## src/rtl/osc_clk_enable_gen.sv

```systemverilog
// Multi-channel clock-enable generator: per-channel programmable divider producing a
// one-cycle tick and a registered square-wave enable, with divisor changes deferred to a safe point.
module osc_clk_enable_gen #(
  parameter int N_CH        = 4,
  parameter int DIV_W       = 16,
  parameter int DEFAULT_DIV = 50,
  localparam int SEL_W      = (N_CH > 1) ? $clog2(N_CH) : 1
) (
  input  logic                  CLK,
  input  logic                  RESET,
  input  logic [N_CH-1:0]       ch_en,
  input  logic                  sync,
  input  logic                  div_wr,
  input  logic [SEL_W-1:0]      div_sel,
  input  logic [DIV_W-1:0]      div_wdata,
  output logic [DIV_W-1:0]      div_rdata,
  output logic [N_CH-1:0]       div_pend,
  output logic [N_CH-1:0]       tick,
  output logic [N_CH-1:0]       clk_out
);

  localparam logic [DIV_W-1:0] DEF_D = DIV_W'(DEFAULT_DIV);

  logic [N_CH-1:0][DIV_W-1:0] d_q, d_d;
  logic [N_CH-1:0][DIV_W-1:0] s_q, s_d;
  logic [N_CH-1:0][DIV_W-1:0] cnt_q, cnt_d;
  logic [N_CH-1:0]            p_q, p_d;
  logic [N_CH-1:0]            tick_q, tick_d;
  logic [N_CH-1:0]            clk_q, clk_d;
  logic [DIV_W-1:0]           rdata_q, rdata_d;

  always_comb begin
    logic [DIV_W-1:0] deff;
    logic [DIV_W-1:0] cnt_nx;
    logic [DIV_W:0]   half;
    logic             tc;
    logic             hit;
    logic             safe;
    d_d     = d_q;
    s_d     = s_q;
    p_d     = p_q;
    cnt_d   = cnt_q;
    tick_d  = tick_q;
    clk_d   = clk_q;
    rdata_d = '0;
    deff    = '0;
    cnt_nx  = '0;
    half    = '0;
    tc      = 1'b0;
    hit     = 1'b0;
    safe    = 1'b0;
    for (int i = 0; i < N_CH; i++) begin
      deff   = (d_q[i] == '0) ? {{(DIV_W-1){1'b0}}, 1'b1} : d_q[i];
      tc     = (cnt_q[i] == deff - 1'b1);
      cnt_nx = tc ? '0 : cnt_q[i] + 1'b1;
      half   = ({1'b0, deff} + 1'b1) >> 1;
      hit    = div_wr && (div_sel == SEL_W'(i));
      // Points where the counter restarts at 0, so a new divisor cannot be cut mid-period.
      safe   = !ch_en[i] || tc || sync;

      if (!ch_en[i]) begin
        cnt_d[i]  = '0;
        tick_d[i] = 1'b0;
        clk_d[i]  = 1'b0;
      end else if (sync) begin
        cnt_d[i]  = '0;
        tick_d[i] = 1'b0;
        clk_d[i]  = 1'b1;
      end else begin
        cnt_d[i]  = cnt_nx;
        tick_d[i] = tc;
        clk_d[i]  = ({1'b0, cnt_nx} < half);
      end

      // A write landing on a safe point bypasses the shadow and takes effect immediately.
      if (hit) begin
        s_d[i] = div_wdata;
        if (safe) begin
          d_d[i] = div_wdata;
          p_d[i] = 1'b0;
        end else begin
          p_d[i] = 1'b1;
        end
      end else if (p_q[i] && safe) begin
        d_d[i] = s_q[i];
        p_d[i] = 1'b0;
      end

      if (div_sel == SEL_W'(i)) begin
        rdata_d = d_q[i];
      end
    end
  end

  always_ff @(posedge CLK) begin
    if (RESET) begin
      d_q     <= {N_CH{DEF_D}};
      s_q     <= {N_CH{DEF_D}};
      cnt_q   <= '0;
      p_q     <= '0;
      tick_q  <= '0;
      clk_q   <= '0;
      rdata_q <= '0;
    end else begin
      d_q     <= d_d;
      s_q     <= s_d;
      cnt_q   <= cnt_d;
      p_q     <= p_d;
      tick_q  <= tick_d;
      clk_q   <= clk_d;
      rdata_q <= rdata_d;
    end
  end

  assign div_rdata = rdata_q;
  assign div_pend  = p_q;
  assign tick      = tick_q;
  assign clk_out   = clk_q;

endmodule
```

## config.mk

```make
export PLATFORM = sky130hd
export DESIGN_NAME = osc_clk_enable_gen
export DESIGN_NICKNAME = d
export VERILOG_FILES = /design/src/rtl/osc_clk_enable_gen.sv
export SDC_FILE = /design/constraint.sdc
export NUM_CORES = 1
export LEC_CHECK = 0
export ABC_AREA = 0
export CAP_MARGIN = 10
export CORE_AREA = 2 2 207 209
export CTS_CLUSTER_SIZE = 25
export DETAILED_ROUTE_END_ITERATION = 12
export DIE_AREA = 0 0 209 211
export SLEW_MARGIN = 20
export SYNTH_ARGS = -nofsm -noshare
export SYNTH_HDL_FRONTEND = slang
export SYNTH_SLANG_ARGS = --single-unit
```

## constraint.sdc

```tcl
create_clock -name CLK -period 12.05 [get_ports CLK]
set_clock_uncertainty 0.2 [all_clocks]
set_input_delay 2.41 -clock CLK [delete_from_list [all_inputs] [get_ports CLK]]
set_output_delay 2.41 -clock CLK [all_outputs]
set_load 0.02 [all_outputs]
```

---- Word level (Yosys, flattened, before mapping) ----
Cells that the tools add are included.
W data, S select, Z words.
operators by class
  magnitude comparators ................... 4
  muxes and demuxes ....................... 40
  $add $sub $neg .......................... 12
  div/mod/pow operators ................... 0
  bitwise logic cells ..................... 4
  reductions and logical operators ........ 41
  $mul .................................... 0
  eq/ne operators ......................... 11
  shifts and indexed selects .............. 0
operators with widths
  kind                     number
  $mux W16                 24
  $add A16 B1 Y17 const B  4
  $add A16 B1 Y16 const B  4
  $eq A16 B16 Y1           4
  $logic_not A16 Y1        4
  $lt A16 B16 Y1           4
  $sub A16 B1 Y16 const B  4
  $mux W1                  16
  $reduce_or A3 Y1         4
  $logic_and A1 B1 Y1      8
  $logic_or A1 B1 Y1       8
  $ne A2 B1 Y1 const B     4
  $reduce_and A2 Y1        4
  $reduce_bool A2 Y1       4
  $reduce_or A2 Y1         4
  $eq A2 B2 Y1 const B     2
  $logic_not A1 Y1         4
  $not A1 Y1               4
  $eq A2 B1 Y1 const B     1
  $logic_not A2 Y1         1
word-level totals
  input bits .............................. 26
  memory bits (writable) .................. 0
  memory bits (read-only) ................. 0
  output and inout port bits .............. 28
  latch bits .............................. 0
  word-level logic and storage cells ...... 137
  register bits after elaboration ......... 220
  memories ................................ 0

---- Logic depth before layout (Yosys ltp) ----
Gate-level depths: netlist (run 1).
  depth after elaboration ................. 9
  mapped depth ............................ 24
  gate-level depth less buffers ........... 21

---- Worst setup path after synthesis (run 1) ----
Ideal clock, no wire load.
  path kind ............................... reg2reg
  from .................................... register d_q[32] (netlist name)
  to ...................................... register clk_q[2], in the netlist clk_out[2]
  required time ........................... 11,707 ps
  clock period less this slack ............ 5,155 ps
  library setup time ...................... 143 ps
  cell stages (with the launch flop) ...... 23
  buffers on the path ..................... 4
  setup slack ............................. 6,895 ps
  arrival ................................. 4,812 ps
  path through ............................ dfxtp_1 -> buf_6 -> or4_4 -> buf_6 -> nor4_2 -> a21oi_1 -> ha_1 -> nor3b_1 -> and2_1 -> o21ai_0 -> a32oi_1 -> or4_1 -> and4bb_1 -> buf_4 -> clkbuf_1 -> nor2_1 -> ha_1 -> and4_1 -> o21ai_0 -> a2111oi_0 -> nand2_1 -> nand4_1 -> a31oi_1
between the ends
  word-level cells in the longest chain between the ends .. 7
  elaborated cells between the ends (all ways) .. 8
  those cells by class .................... 2 x add/sub; 1 x order compare; 1 x eq/ne; 3 x mux; 1 x reduce/logical
RTL lines
  what                      RTL line  source
  start: declaration        24        logic [N_CH-1:0][DIV_W-1:0] d_q, d_d;
  start signal: assignment  97        d_q <= {N_CH{DEF_D}};
  $logic_not A16 Y1         53        deff = (d_q[i] == '0) ? {{(DIV_W-1){1'b0}}, 1'b1} : d_q[i];
  $mux W16 (*)              53
  $sub A16 B1 Y16           54        tc = (cnt_q[i] == deff - 1'b1);
  $eq A16 B16 Y1            54
  $mux W16                  55        cnt_nx = tc ? '0 : cnt_q[i] + 1'b1;
  $lt A16 B16 Y1 (*)        72        clk_d[i] = ({1'b0, cnt_nx} < half);
  $mux W1 (*)               65        end else if (sync) begin
  end signal: assignment    110       clk_q <= clk_d;
  end: declaration          29        logic [N_CH-1:0] clk_q, clk_d;
Mark *: on every way between the ends. The rest lies on a longest branch, timed or not.
A chain may end at the register's enable or synchronous reset.

---- Worst setup path after layout (run 1) ----
  from .................................... register d_q[34] (netlist name)
  to ...................................... register clk_q[2], in the netlist clk_out[2]
The elaborated chain is that of the path after synthesis.

==> metrics.csv, run 1 <==
metric,value,unit
post-synth cell types,73,
vias in the first global route,11200,
worst setup path class,flop to flop,
ratio of cells with drive above 1 in the final layout,0.0970,
Root Buffer,clkbuf_16,
WP data arrival,5810,ps
Lkg Pwr,6.05,nW
total track usage,0.181,
worst hold path class,flop to flop,
Iter 0 DRT Violations,870,
fmax,178,MHz
overall power,1.62,mW
core area,41800,um2
Final Setup Violations,0,
# rows,75,
# DRC,0,
status,completed,
prevailing post-synth register cell,dfxtp_1,
# H-tree levels,1,
dpl cell area,14500,um2
endpoints failing hold,0,
Reg2Reg Setup Slack,6440,ps
Total Routed Length,40200,um
vias per cell,5.41,
syn_nets,1734,
CTS Sinks,220,
setup TNS,0,ps
CTS max path bufs,3,
max_slew headroom,0.256,
Num CTS Buffers,26,
first-pass GRT wire length,63700,um
first drt pass iteration count,5,
CP Capture Type,flop,
final worst-path cycle share,0.465,
initial core utilization,0.327,
Ports,54,
die extent in y,211,um
die area,44100,um2
post-route ant nets,0,
Synth-to-Final Area Change,12.0,%
RSZ-0062 raised after global routing,false,
"Design Area, Final",15300,um2
DR vias,11700,
CP Launch Type,flop,
Worst EP required,12250,ps
post-synth top area share,0.323,
reg-to-reg endpoint,clk_out[2],
initial antenna violation count,0,
Yosys warning total,0,
synthesized area,13600,um2
routability cong.,0.871,
Final #Nets,1707,
hold buffer count at CTS,0,
"count leader, synth",dfxtp_1,
power density over cell area,106,nW/um2
I/O Buffers,53,
"Avg Cell Area, Syn",8.32,um2
Worst Setup EP,clk_out[2],
number of setup buffers added after CTS,0,
sequential area share after synthesis,0.323,
CTS tree,built,
# diodes,0,
largest net degree at the start of global routing,52,
post_cts resized,0,
Die X,209,um
min Tclk post-route,5610,ps
Clock Latency Late Sink,540,ps
Max Cap Viol,0,
Worst-Margin Slew,1120,ps
post-synthesis register bit count,220,
Synth top cells by count,"dfxtp_1 (220), nand2_1 (184), nor2_1 (159), clkbuf_1 (107), xor2_1 (89)",
detailed-route wire length per cell,18.5,um
Setup crit start,d_q[34],
"Max FO, Critical Path",33,
VDD IR-drop max,0.0974,mV
"area leader, netlist",dfxtp_1,
"EDFF count, synth",0,
Synth area leaders,"dfxtp_1 (32%), ha_1 (6.2%), xor2_1 (5.7%), xnor2_1 (5.3%), nand2_1 (5.1%)",
Post-synth ARST share,0,
Final Max Slew Viols,0,
Cells after Synth,1640,
cell count of the worst reg-to-reg path,19,
DP HPWL,29700,um
reg-to-reg critical path startpoint,d_q[34],
gr ovfl total,0,
"Reg clk slew, reported paths",60,ps
cells by family after synthesis:
group,Yosys count,share of synthesized area
and+or+nand+nor,727,0.270
DFF,220,0.323
AOI/OAI and AO/OA,211,0.104
xor gates and xnor gates,172,0.111
buffers and inverters,158,0.0459
muxes,84,0.0834
adders and majority gates,68,0.0624
per-stage QoR:
step / instances / hold slack (ps) / worst slack [ps] / utilization
final: 2168 / 256 / 6440 / 0.366
after global routing: 2168 / 282 / 5920 / 0.366
after CTS: 2168 / 257 / 6460 / 0.366
after detailed placement: 2124 / 249 / 6480 / 0.346
after global placement: 2124 / 242 / 6510 / 0.346
after floorplan: 1640 / 233 / 6900 / -
power breakdown:
part,internal (mW),switching (mW),leakage [nW],total (mW)
Combinational,0.0441,0.0689,3.86,0.113
Clock,0.445,0.310,0.402,0.755
Sequential,0.741,0.0147,1.78,0.756
worst max-delay path, stage by stage, from the launching register on:
cell and delay [ps]:
dfxtp_1 440, or4_4 600, nor4_2 580, a21oi_1 210, ha_1 300, nor3b_1 160
and2_1 200, o21ai_0 160, a32oi_1 110, or4_1 420, and4bb_1 270, buf_4 320
nor2_1 100, ha_1 300, and4_1 180, o21ai_0 80, a2111oi_0 560, nand2_1 100
nand4_1 100, a31oi_1 40
sequential cells by signal, indices dropped and copies added, names as in the netlist:
register	flops
clk_out	4
cnt_q	64
d_q	64
div_pend	4
div_rdata	16
s_q	64
tick	4
cells in the final DEF (no fill, tap or decap), types with 35 or more instances in the layout:
master / instances
nor3_1: 45
nor2_1: 159
nand3_1: 78
a21oi_1: 76
nand2_1: 184
ha_1: 68
and3_1: 40
xor2_1: 89
dfxtp_1: 220
xnor2_1: 82
nor2b_1: 44
mux2_2: 38
inv_1: 35
clkdlybuf4s50_1: 52
cell type report:
type                            instances  area (um2)
Clock buffer                           35         736
Clock inverter                          9        76.3
Fill cell                            4267       26500
Inverter                               36         135
Multi-Input combinational cell       1262        8620
Sequential cell                       220        4400
Tap cell                              539         674
Timing Repair Buffer                   67         633
how the worst min path moves through the flow:
stage	startpoint	to	slack, ps	cells past startpoint
finish	s_q[9]	s_q[9]	260	2
global route	s_q[6]	s_q[6]	280	2
CTS	s_q[32]	s_q[32]	260	2
detailed placement	s_q[32]	s_q[32]	250	2
global placement	s_q[32]	s_q[32]	240	2
floorplan	s_q[1]	s_q[1]	230	2
layer usage:
layer,GRT usage,vias up,wire length [um]
li1,-,5659,-
met1,0.252,5653,18800
met2,0.294,358,18100
met3,0.0242,62,2270
met4,0.0478,0,949
met5,0,-,0
Note: power is estimated with default switching activity, not from simulation.
==> inputs of run 2 (changes only) <==
- clock period: 12.05 -> 4.5 ns (I/O delays scaled with it)
==> metrics.csv, run 2 (synthesis gave the netlist of run 1 again) <==
metric,value,unit,change
"Design Area, Final",16800,um2,+9.6%
endpoints failing hold,0,,unchanged
CTS max path bufs,3,,unchanged
ratio of cells with drive above 1 in the final layout,0.199,,+0.102
setup TNS,-189,ps,-189 ps
core area,41800,um2,unchanged
filler cell count,4138,,-3.0%
worst setup path class,flop to flop,,
max_slew headroom,0.305,,+0.0487
Clock Latency Late Sink,560,ps,+20 ps
cell count of the worst reg-to-reg path,18,,-1
fin util,0.401,,+0.0353
min Tclk post-route,4610,ps,-1000 ps
Worst-Margin Slew,1040,ps,-73.0 ps
first-pass GRT wire length,65000,um,+2.0%
Ports,54,,unchanged
largest net degree at the start of global routing,99,,+90%
Synth-to-Final Area Change,22.8,%,
reg-to-reg endpoint,clk_out[2],,
# rows,75,,unchanged
VDD IR-drop max,0.226,mV,+130%
hold_ws,256,ps,-0.753 ps
CTS tree,built,,
Reg2Reg Setup Slack,-110,ps,-6550 ps
initial antenna violation count,0,,unchanged
gr ovfl total,0,,unchanged
reg-to-reg critical path startpoint,d_q[34],,
dpl cell area,15300,um2,+5.8%
Worst Slack Setup Final,-108,ps,-6550 ps
"Max FO, Critical Path",9,,-73%
CP Capture Type,flop,,
Final #Nets,1832,,+7.3%
power density over cell area,269,nW/um2,+150%
CP Launch Type,flop,,
DP HPWL,30400,um,+2.3%
initial core utilization,0.327,,unchanged
multi-input gate area in the final layout,9000,um2,+4.4%
final worst-path cycle share,1.02,,+0.559
routability cong.,0.898,,+3.1%
vias in the first global route,11900,,+5.4%
Worst Setup EP,clk_out[2],,
CTS Sinks,220,,unchanged
vias per cell,5.30,,-2.0%
die extent in y,211,um,unchanged
DR vias,12200,,+3.8%
# H-tree levels,1,,unchanged
worst hold path class,flop to flop,,
first drt pass iteration count,5,,unchanged
Worst EP required,4740,ps,-7510 ps
"Reg clk slew, reported paths",60,ps,about the same
most frequent cells in the layout,"dfxtp_1 (218), nand2_1 (184), nor2_1 (151), buf_4 (131), xor2_1 (89)",,
Die X,209,um,unchanged
post-route ant nets,0,,unchanged
Num CTS Buffers,26,,unchanged
Top Registers,"cnt_q: 64 flops, d_q: 64 flops, s_q: 64 flops",,
# diodes,0,,unchanged
die area,44100,um2,unchanged
Max Cap Viol,0,,unchanged
Setup crit start,d_q[34],,
"commonest non-fill, non-tap cell in the layout",dfxtp_1,,
storage element area,4410,um2,about the same
I/O Buffers,53,,unchanged
WP data arrival,4850,ps,-960 ps
detailed-route wire length per cell,18.1,um,-2.1%
RSZ-0062 raised after global routing,true,,
total track usage,0.184,,+0.00353
violated checks,negative setup slack,,
Total Routed Length,41700,um,+3.7%
Root Buffer,clkbuf_16,,
fmax,217,MHz,+22%
Lkg Pwr,6.80,nW,+12%
Iter 0 DRT Violations,764,,-12%
Final Setup Violations,2,,+2
Final Max Slew Viols,0,,unchanged
# DRC,0,,unchanged
status,"finished, violations left",,
run 2: changes by cell type in the layout (fill, tap and decap cells not counted), moves of 4 or more:
cell	delta
a21oi_1	-8
a21oi_2	+8
o21ai_2	+6
nor2_4	+4
nor2_1	-8
nor2_2	+4
buf_4	+116
nor3_2	+6
nor4_1	-4
ha_1	-7
nor3_1	-6
o21ai_0	-8
a2111oi_0	-5
ha_4	+5
run 2: power by group:
group | total, mW | leakage [nW] | switching [mW] | internal (mW)
sequential | 2.00 | 1.78 | 0.0162 | 1.98
combinational | 0.362 | 4.59 | 0.220 | 0.142
clock | 2.14 | 0.426 | 0.875 | 1.26
run 2: critical path, stage by stage, from the launching register on:
cell	delay, ps
dfxtp_2	320
or4_4	550
nor4_4	310
a21oi_2	110
ha_2	180
nor3b_4	150
nor2_2	150
a211o_1	120
a32oi_1	100
or4_4	530
and4bb_4	400
buf_12	150
nor2_1	50
ha_1	320
nand4_1	210
a2111oi_4	420
nand2_1	90
nand4_1	100
a31oi_1	40
run 2: stage by stage:
stage               power [mW]  worst slack, ps  instances
detailed placement        2.39            -93.0       2223
global route              4.65             -349       2296
floorplan                 2.24             -131       1640
CTS                       4.54            -16.5       2281
global placement          2.38             53.6       2223
finish                    4.50             -108       2296
run 2: repair_timing:
item	CTS	global route
hold buffers	0	0
cloned	2	1
hold endpoints to repair	0	0
pin swaps	9	54
gates resized for setup	10	68
setup buffers	9	15
endpoints found under the setup margin	2	4
run 2: cell type report:
class                   instances  share of cell area
well taps                     539              0.0403
clock inverters                11             0.00754
flip-flops and latches        220               0.263
repair buffers                192              0.0997
clock buffers                  36              0.0441
multi-input cells            1262               0.537
inverters                      36             0.00807
run 2: how the worst min path moves through the flow:
| stage | start | endpoint | cells after the start |
|---|---|---|---|
| final | s_q[57] | s_q[57] | 2 |
| after global routing | s_q[33] | s_q[33] | 2 |
| after CTS | s_q[10] | s_q[10] | 2 |
| after detailed placement | s_q[10] | s_q[10] | 2 |
| after global placement | s_q[55] | s_q[55] | 2 |
| after floorplan | s_q[1] | s_q[1] | 2 |
run 2: metal layers:
layer / up-vias / part of all wire / GRT usage
met3: 52 / 0.057 / 0.0274
met5: - / 0 / 0
met4: 0 / 0.021 / 0.0488
met1: 5884 / 0.46 / 0.250
met2: 336 / 0.46 / 0.305
li1: 5902 / - / -
